===== src/rtl/multicycle_control_fsm.sv =====
// Control unit for a multicycle MIPS-like datapath: an 8-state Moore FSM plus
// opcode decode for the datapath selects, with only PCSrc looking at Zero.
module multicycle_control_fsm (
  input  logic       CLK,
  input  logic       Reset,
  input  logic [5:0] Opcode,
  input  logic       Zero,
  output logic [2:0] State,
  output logic       PCWre,
  output logic       IRWre,
  output logic       RegWre,
  output logic       DataMemRW,
  output logic       ALUSrcB,
  output logic       DBDataSrc,
  output logic       WrRegDSrc,
  output logic       ExtSel,
  output logic [1:0] PCSrc,
  output logic [1:0] RegDst,
  output logic [2:0] ALUOp
);

  typedef enum logic [2:0] {
    S_IF     = 3'b000,
    S_ID     = 3'b001,
    S_EXE_AL = 3'b110,
    S_WB_AL  = 3'b111,
    S_EXE_BR = 3'b101,
    S_EXE_LS = 3'b010,
    S_MEM    = 3'b011,
    S_WB_LD  = 3'b100
  } state_t;

  localparam logic [5:0] OP_ADD  = 6'b000000;
  localparam logic [5:0] OP_SUB  = 6'b000001;
  localparam logic [5:0] OP_ADDI = 6'b000010;
  localparam logic [5:0] OP_OR   = 6'b010000;
  localparam logic [5:0] OP_AND  = 6'b010001;
  localparam logic [5:0] OP_ORI  = 6'b010010;
  localparam logic [5:0] OP_SLT  = 6'b100110;
  localparam logic [5:0] OP_SW   = 6'b110000;
  localparam logic [5:0] OP_LW   = 6'b110001;
  localparam logic [5:0] OP_BEQ  = 6'b110100;
  localparam logic [5:0] OP_J    = 6'b111000;
  localparam logic [5:0] OP_JR   = 6'b111001;
  localparam logic [5:0] OP_JAL  = 6'b111010;
  localparam logic [5:0] OP_HALT = 6'b111111;

  localparam logic [1:0] PCSRC_SEQ  = 2'b00;
  localparam logic [1:0] PCSRC_BR   = 2'b01;
  localparam logic [1:0] PCSRC_JR   = 2'b10;
  localparam logic [1:0] PCSRC_JUMP = 2'b11;

  localparam logic [2:0] ALU_ADD = 3'b000;
  localparam logic [2:0] ALU_SUB = 3'b001;
  localparam logic [2:0] ALU_SLT = 3'b010;
  localparam logic [2:0] ALU_OR  = 3'b101;
  localparam logic [2:0] ALU_AND = 3'b110;

  state_t state_reg;
  state_t state_next;

  logic is_alu;
  logic is_beq;
  logic is_sw;
  logic is_lw;
  logic is_j;
  logic is_jr;
  logic is_jal;
  logic is_halt;

  // Instruction class decode
  always_comb begin
    is_alu  = 1'b0;
    is_beq  = 1'b0;
    is_sw   = 1'b0;
    is_lw   = 1'b0;
    is_j    = 1'b0;
    is_jr   = 1'b0;
    is_jal  = 1'b0;
    is_halt = 1'b0;
    case (Opcode)
      OP_ADD, OP_SUB, OP_ADDI, OP_OR, OP_AND, OP_ORI, OP_SLT: is_alu = 1'b1;
      OP_BEQ:  is_beq  = 1'b1;
      OP_SW:   is_sw   = 1'b1;
      OP_LW:   is_lw   = 1'b1;
      OP_J:    is_j    = 1'b1;
      OP_JR:   is_jr   = 1'b1;
      OP_JAL:  is_jal  = 1'b1;
      OP_HALT: is_halt = 1'b1;
      default: ;
    endcase
  end

  always_ff @(posedge CLK or negedge Reset) begin
    if (!Reset) state_reg <= S_IF;
    else        state_reg <= state_next;
  end

  always_comb begin
    state_next = S_IF;
    case (state_reg)
      S_IF: state_next = S_ID;
      S_ID: begin
        if (is_alu)                    state_next = S_EXE_AL;
        else if (is_beq)               state_next = S_EXE_BR;
        else if (is_sw || is_lw)       state_next = S_EXE_LS;
        else if (is_halt)              state_next = S_ID;
        else                           state_next = S_IF;
      end
      S_EXE_AL: state_next = S_WB_AL;
      S_WB_AL:  state_next = S_IF;
      S_EXE_BR: state_next = S_IF;
      S_EXE_LS: state_next = S_MEM;
      S_MEM:    state_next = is_lw ? S_WB_LD : S_IF;
      S_WB_LD:  state_next = S_IF;
      default:  state_next = S_IF;
    endcase
  end

  // Write enables: held low while Reset is asserted so an abandoned
  // instruction never commits to PC, IR, registers or memory.
  always_comb begin
    PCWre     = 1'b0;
    IRWre     = 1'b0;
    RegWre    = 1'b0;
    DataMemRW = 1'b0;
    if (Reset) begin
      case (state_reg)
        S_IF: IRWre = 1'b1;
        S_ID: begin
          PCWre  = is_j || is_jr || is_jal;
          RegWre = is_jal;
        end
        S_WB_AL: begin
          PCWre  = 1'b1;
          RegWre = 1'b1;
        end
        S_EXE_BR: PCWre = 1'b1;
        S_MEM: begin
          PCWre     = is_sw;
          DataMemRW = is_sw;
        end
        S_WB_LD: begin
          PCWre  = 1'b1;
          RegWre = 1'b1;
        end
        default: ;
      endcase
    end
  end

  // Datapath selects depend on opcode only, except the branch outcome.
  always_comb begin
    PCSrc     = PCSRC_SEQ;
    RegDst    = 2'b10;
    WrRegDSrc = 1'b1;
    DBDataSrc = 1'b0;
    ALUSrcB   = 1'b0;
    ExtSel    = 1'b1;
    ALUOp     = ALU_ADD;

    if (state_reg == S_EXE_BR)  PCSrc = Zero ? PCSRC_BR : PCSRC_SEQ;
    else if (is_j || is_jal)    PCSrc = PCSRC_JUMP;
    else if (is_jr)             PCSrc = PCSRC_JR;

    if (is_jal)
      RegDst = 2'b00;
    else if (Opcode == OP_ADDI || Opcode == OP_ORI || is_lw)
      RegDst = 2'b01;

    WrRegDSrc = !is_jal;
    DBDataSrc = is_lw;
    ALUSrcB   = (Opcode == OP_ADDI) || (Opcode == OP_ORI) || is_sw || is_lw;
    ExtSel    = (Opcode != OP_ORI);

    case (Opcode)
      OP_SUB, OP_BEQ: ALUOp = ALU_SUB;
      OP_OR, OP_ORI:  ALUOp = ALU_OR;
      OP_AND:         ALUOp = ALU_AND;
      OP_SLT:         ALUOp = ALU_SLT;
      default:        ALUOp = ALU_ADD;
    endcase
  end

  assign State = state_reg;

endmodule


===== config.mk =====
export PLATFORM = sky130hd
export DESIGN_NAME = multicycle_control_fsm
export DESIGN_NICKNAME = d
export VERILOG_FILES = /design/src/rtl/multicycle_control_fsm.sv
export SDC_FILE = /design/constraint.sdc
export NUM_CORES = 1
export LEC_CHECK = 0
export ABC_CLOCK_PERIOD_IN_PS = 1700
export CORE_AREA = 2 2 40 42
export DETAILED_ROUTE_END_ITERATION = 16
export DIE_AREA = 0 0 42 44
export PLACE_DENSITY = 0.73
export RECOVER_POWER = 100
export SLEW_MARGIN = 5
export SYNTH_ARGS = -nofsm -noshare
export SYNTH_HDL_FRONTEND = slang
export SYNTH_SLANG_ARGS = --single-unit

===== constraint.sdc =====
create_clock -name CLK -period 1.7 [get_ports CLK]
set_input_delay 0.17 -clock CLK [delete_from_list [all_inputs] [get_ports CLK]]
set_output_delay 0.17 -clock CLK [all_outputs]
set_load 0.02 [all_outputs]

==> flow_metrics.py, run 1 <==
metrics = {
    "outcome": {
        "status": "finished clean",
    },
    "global_routing": {
        "overflow": 0,
        "antenna_found_initial": 0,
        "grt_pass1_vias": 728,
        "gr-usage-all-layers_pct": 22.3,
        "grt_util_met2_pct": 45.6,
        "top_usage_layer": "met2",
        "grt_pass1_wl_um": 3130,
        "grt_start_max_net_pins": 12,
        "grt.met1_usage_pct": 22.3,
        "met3_usage_pct": 2.92,
    },
    "synthesis": {
        "synth_top_area_share_pct": 15.3,
        "syn_area_per_cell_um2": 6.79,
        "synth_edf_count": 0,
        "synthCells": 72,
        "yosys_warnings": 0,
        "yosys_most_used_dff": "dfrtp_1",
        "yosys_register_bits": 3,
        "yosysMostFrequentCell": "nand2_1",
        "synth_area_leaders": "dfrtp_1 15%, nand2_1 7.7%, nor2b_1 6.4%, a21oi_1 6.1%, clkbuf_1 4.6%",
        "syn_nets": 81,
        "async_flop_share_pct": 100,
        "yosysSeqAreaShare_pct": 15.3,
        "synthDistinctLibCells": 32,
        "synth_top_area_cell": "dfrtp_1",
        "synth_common_cells": "10 x nand2_1, 6 x a21oi_1, 6 x clkbuf_1, 5 x nor2b_1, 4 x nor2_1",
        "netlist_area_um2": 489,
    },
    "power_and_ir_drop": {
        "p_per_area_nw_per_um2": 756,
        "total_leakage_power_nw": 0.505,
        "switchingPower_mw": 0.327,
        "p_int_mw": 0.444,
        "pwr-share-clk_pct": 16.6,
        "seqPwrFrac_pct": 17.5,
        "vdd_drop_max_uv": 377,
        "totalPowerFinal_mw": 0.772,
        "netSwitchingFraction_pct": 42.4,
        "combPwrFrac_pct": 65.9,
    },
    "route": {
        "vias": 756,
        "wire_per_inst_um": 13.2,
        "wirelength_um": 1950,
        "route.detailed.drc": 0,
        "drt_iter0_markers": 7,
        "drtPass1Iterations": 4,
        "ant_nets": 0,
        "via_per_inst": 5.14,
    },
    "worst_setup_path": {
        "worstPathCellList": "buf_2, buf_4, or2b_1, nor3_1, buf_4, nand2_1, dlygate4sd2_1",
        "cp_slowest_cell": "dlygate4sd2_1",
        "required_ns": 1.53,
        "rr_startpoint": "State[1]$_DFF_PN0_",
        "critPathMaxStageDelay_ns": 0.31,
        "r2r_setup_slack_ns": 0.32,
        "endpoint_kind": "output pin",
        "crit_family": "buffers and inverters",
        "cp-start-kind": "primary input",
        "cp-endpoint": "ExtSel",
        "crit_cells": 7,
        "arrival_ns": 1.47,
        "crit_type": "in -> out",
        "cp.buffers_inverters": 4,
        "crit_fanout": 8,
        "crit_top_cell": "buf_4",
        "startpoint": "Opcode[5]",
        "r2r_end": "State[2]$_DFF_PN0_",
        "r2r_cells": 5,
    },
    "die": {
        "coreArea_um2": 1420,
        "initial_core_util_pct": 34.5,
        "ios": 27,
        "die-area_um2": 1850,
        "die_h_um": 44,
        "core.rowCount": 14,
        "die_x_um": 42,
    },
    "cells_and_area": {
        "largest_register_ffs": 3,
        "post-route-cell-area_um2": 1020,
        "finish.net_count": 141,
        "layout.cells.non_filler": 147,
        "diodes": 0,
        "num-fill-cells": 129,
        "layout-area-overhead-vs-synth_pct": 109,
        "drive_gt1_share_pct": 48.1,
    },
    "placement": {
        "numPortBuffers": 26,
        "hpwl_um": 1320,
        "place_area_um2": 965,
        "gp_congestion": 0.833,
        "dp_slack_ns": -0.729,
        "dpl.cell_count": 137,
    },
    "cts": {
        "cts.htree.levels": 1,
        "hold_buffers": 0,
        "root_buffer": "clkbuf_4",
        "cts_tree": "done",
        "clk_latency_ns": 0.24,
        "clkSlewWorstSetupHoldPaths_ns": 0.04,
        "clk_path_buf_depth": 2,
        "cts_made_buffers": 3,
        "cts.sinks": 3,
    },
    "timing": {
        "worst_slack_ns": 0.0552,
        "min_period_ns": 1.64,
        "drv_slew": 0,
        "worstMarginPinSlew_ns": 0.358,
        "final-hold-violation-count": 0,
        "maxSlewHeadroom_pct": 75.8,
        "setup-violations-final": 0,
        "rsz0062_at_grt": "false",
        "period_share_pct": 96.8,
        "hold_ws_ns": 0.407,
        "max_freq_mhz": 608,
        "skew_ns": 0.00549,
    },
    "run": {
        "drv_cap": 0,
    },
    "worst_hold_path": {
        "holdCritPathClass": "in -> async",
    },
}
-- worst reg2reg max path: cells and delay by family (launching register included) --
family,cells,cell delay [ns]
flip-flops,1,0.45
AND/OR/NAND/NOR,2,0.43
buffers and inverters,2,0.29
AO/OA/AOI/OAI,1,0.15
-- power by group through the flow --
stage	logic [mW]	clock network, mW	registers (mW)
floorplan	0.208	0	0.138
global placement	0.449	0	0.137
detailed placement	0.454	0	0.135
CTS	0.480	0.136	0.141
global route	0.540	0.141	0.139
finish	0.508	0.128	0.135
-- cell families (layout without fill, tap and decap cells) --
family	count (synthesis)	count (layout)	synth area share (%)
AND/OR/NAND/NOR	41	41	50.1
AO/OA/AOI/OAI	18	18	24.6
buffers and inverters	9	68	7.67
flip-flops	3	3	15.3
multiplexers	1	1	2.30
-- cell type report --
type / count / area [µm²] / area share, %
clock buffer: 4 / 26.3 / 2.57
sequential: 3 / 77.6 / 7.60
tap: 16 / 20.0 / 1.96
multi-input combinational: 60 / 428 / 41.9
inverter: 2 / 7.51 / 0.735
timing repair buffer: 62 / 462 / 45.2
-- worst min path at each step --
| stage | endpoint | depth (start not counted) | start |
|---|---|---|---|
| finish | State[1]$_DFF_PN0_ | 3 | Reset |
| global route | State[1]$_DFF_PN0_ | 3 | Reset |
| CTS | State[1]$_DFF_PN0_ | 3 | Reset |
| detailed placement | State[2]$_DFF_PN0_ | 3 | Reset |
| global placement | State[2]$_DFF_PN0_ | 3 | Reset |
| floorplan | State[0]$_DFF_PN0_ | 0 | Reset |
-- layer usage --
metal / share of wire (%) / wire [µm]
met1: 40 / 780
met3: 4.6 / 90
met4: 1.2 / 24
met5: 0 / 0
met2: 54 / 1050
-- cells in the final DEF, fill, tap and decap left out, drive strengths merged, types with 2 or more instances in the layout --
cell type and count:
inv 2, dfrtp 3, nand2 10, dlygate4sd2 5, clkbuf 20, nor4b 2, nor2b 5, nor3b 2
o21ai 3, or2b 2, nor4 2, nor3 3, clkdlybuf4s50 4, nand4b 2, dlygate4sd3 2, buf 34
and3 2, nor2 4, a21oi 6, a31oi 2
-- what timing repair did --
item	4_1_cts	5_1_grt
setup buffers	4	3
endpoints found under the setup margin	15	11
gates resized for setup	70	15
pin swaps	4	5
-- through the flow --
step / setup TNS, ns / util (%)
after detailed placement: -7.24 / 68.0
after global placement: -6.98 / 68.0
after global routing: 0 / 72.0
after CTS: -0.0109 / 74.2
after floorplan: 0 / -
final: 0 / 72.0
(Power assumes the default switching activity.)
==> run 2: changes to the inputs <==
- ABC_CLOCK_PERIOD_IN_PS: 1700 -> 1800
- clock period: 1.7 -> 1.8 ns (I/O delays scaled with it)
==> run 2 against run 1 <==
Power is 15% lower. Setup slack better by 0.017 ns. Largest cell class unchanged. Highest routed layer is now met3. Clock power is 8% lower. Final cell count is 4.1% lower. Largest power group unchanged. Cell area is 4.8% lower.
==> flow_metrics.py, run 2 (synthesis gave the netlist of run 1 again) <==
metrics = {
    "cells_and_area": {
        "diodes": 0,
        "finish.net_count": 135,
        "final_core_util_pct": 68.5,
        "mostFrequentLayoutCells": "24 x buf_4, 10 x nand2_1, 8 x dlygate4sd2_1",
        "drive_gt1_share_pct": 39.2,
        "final_common_cell": "buf_4",
        "num-fill-cells": 131,
        "largest_register_ffs": 3,
        "layout-area-overhead-vs-synth_pct": 98.7,
    },
    "worst_setup_path": {
        "critPathMaxStageDelay_ns": 0.36,
        "endpoint_kind": "output pin",
        "crit_type": "in -> out",
        "worstPathCellList": "dlygate4sd2_1, buf_4, nor4b_1, a21oi_1, o31ai_1, dlygate4sd2_1",
        "cp_slowest_cell": "dlygate4sd2_1",
        "crit_fanout": 8,
        "r2r_end": "State[2]$_DFF_PN0_",
        "required_ns": 1.62,
        "rr_startpoint": "State[1]$_DFF_PN0_",
        "r2r_setup_slack_ns": 0.50,
        "arrival_ns": 1.55,
        "crit_top_cell": "dlygate4sd2_1",
        "startpoint": "Opcode[2]",
        "cp-start-kind": "primary input",
        "cp-endpoint": "ALUOp[0]",
        "r2r_cells": 4,
    },
    "global_routing": {
        "antenna_found_initial": 0,
        "grt_pass1_vias": 696,
        "grt_pass1_wl_um": 2950,
        "overflow": 0,
        "grt_start_max_net_pins": 12,
        "gr-usage-all-layers_pct": 20.2,
    },
    "timing": {
        "maxSlewHeadroom_pct": 76.2,
        "rsz0062_at_grt": "false",
        "worst_slack_ns": 0.0719,
        "setup_tns_ns": 0,
        "period_share_pct": 96.0,
        "drv_slew": 0,
        "min_period_ns": 1.73,
        "final-hold-violation-count": 0,
        "skew_ns": 0.00104,
        "worstMarginPinSlew_ns": 0.352,
        "max_freq_mhz": 579,
        "setup-violations-final": 0,
    },
    "die": {
        "die_h_um": 44,
        "coreArea_um2": 1420,
        "initial_core_util_pct": 34.5,
        "die-area_um2": 1850,
        "core.rowCount": 14,
        "ios": 27,
        "die_x_um": 42,
    },
    "run": {
        "drv_cap": 0,
    },
    "route": {
        "ant_nets": 0,
        "wirelength_um": 1780,
        "drtPass1Iterations": 4,
        "drt_iter0_markers": 6,
        "wire_per_inst_um": 12.6,
        "vias": 729,
        "via_per_inst": 5.17,
        "route.detailed.drc": 0,
    },
    "cts": {
        "cts_tree": "done",
        "root_buffer": "clkbuf_4",
        "cts.htree.levels": 1,
        "cts_made_buffers": 3,
        "clkSlewWorstSetupHoldPaths_ns": 0.04,
        "clk_path_buf_depth": 2,
        "hold_buffers": 0,
        "clk_latency_ns": 0.23,
        "cts.sinks": 3,
    },
    "power_and_ir_drop": {
        "p_per_area_nw_per_um2": 678,
        "total_leakage_power_nw": 0.485,
        "totalPowerFinal_mw": 0.659,
        "vdd_drop_max_uv": 327,
    },
    "placement": {
        "numPortBuffers": 26,
        "dp_slack_ns": -0.712,
        "gp_congestion": 0.849,
        "hpwl_um": 1390,
    },
    "outcome": {
        "status": "finished clean",
    },
    "worst_hold_path": {
        "holdCritPathClass": "in -> async",
    },
}
run 2: changes by cell type in the layout (fill, tap and decap cells not counted), sizes merged:
cell	before	now
dlygate4sd3	2	4
clkbuf	20	17
dlygate4sd2	5	8
dlymetal6s2s	0	1
buf	34	27
clkdlybuf4s15	0	1
clkdlybuf4s50	4	2
dlygate4sd1	1	0
run 2: area by class of cell:
type	count	area (µm²)	share of cell area, %
Sequential cell	3	75.1	7.72
Inverter	2	7.51	0.772
Tap cell	16	20.0	2.06
Multi-Input combinational cell	60	420	43.2
Clock buffer	4	26.3	2.70
Timing Repair Buffer	56	423	43.5
run 2: per-layer routing:
layer / wire length, µm / up-vias / part of all wire [%] / global-route usage (%)
met2: 929 / 25 / 52 / 41.3
met4: 0 / 0 / 0 / 1.94
met1: 766 / 335 / 43 / 22.5
met5: 0 / - / 0 / 0
li1: - / 369 / - / -
met3: 84 / 0 / 4.7 / 2.92
run 2: where the power goes:
part           switching, mW  leakage (nW)  internal (mW)
clock network         0.0348        0.0150         0.0831
logic                  0.217         0.431          0.195
registers             0.0396        0.0389         0.0902
run 2: worst max-delay path, delay by kind of cell:
| kind | cells | cell delay, ns |
|---|---|---|
| buf+inv | 3 | 0.80 |
| simple gates | 1 | 0.29 |
| compound gates | 2 | 0.28 |
run 2: worst min path at each step:
| stage | start | to | cells past startpoint |
|---|---|---|---|
| after floorplan | Reset | State[0]$_DFF_PN0_ | 0 |
| after global placement | Reset | State[2]$_DFF_PN0_ | 3 |
| after detailed placement | Reset | State[1]$_DFF_PN0_ | 3 |
| after CTS | Reset | State[0]$_DFF_PN0_ | 3 |
| after global routing | Reset | State[0]$_DFF_PN0_ | 3 |
| final | Reset | State[0]$_DFF_PN0_ | 3 |
run 2: what timing repair did:
| action | CTS | global route |
|---|---|---|
| resized for setup | 60 | 7 |
| setup endpoints to repair | 15 | 10 |
| setup buffers | 1 | 0 |
| pin swaps | 2 | 2 |
run 2: metrics by stage:
step	area [µm²]	cells	hold WS, ns
detailed placement	957	136	0.569
floorplan	489	72	-0.116
finish	972	141	0.432
global route	972	141	0.467
CTS	1010	141	0.329
global placement	957	136	0.567
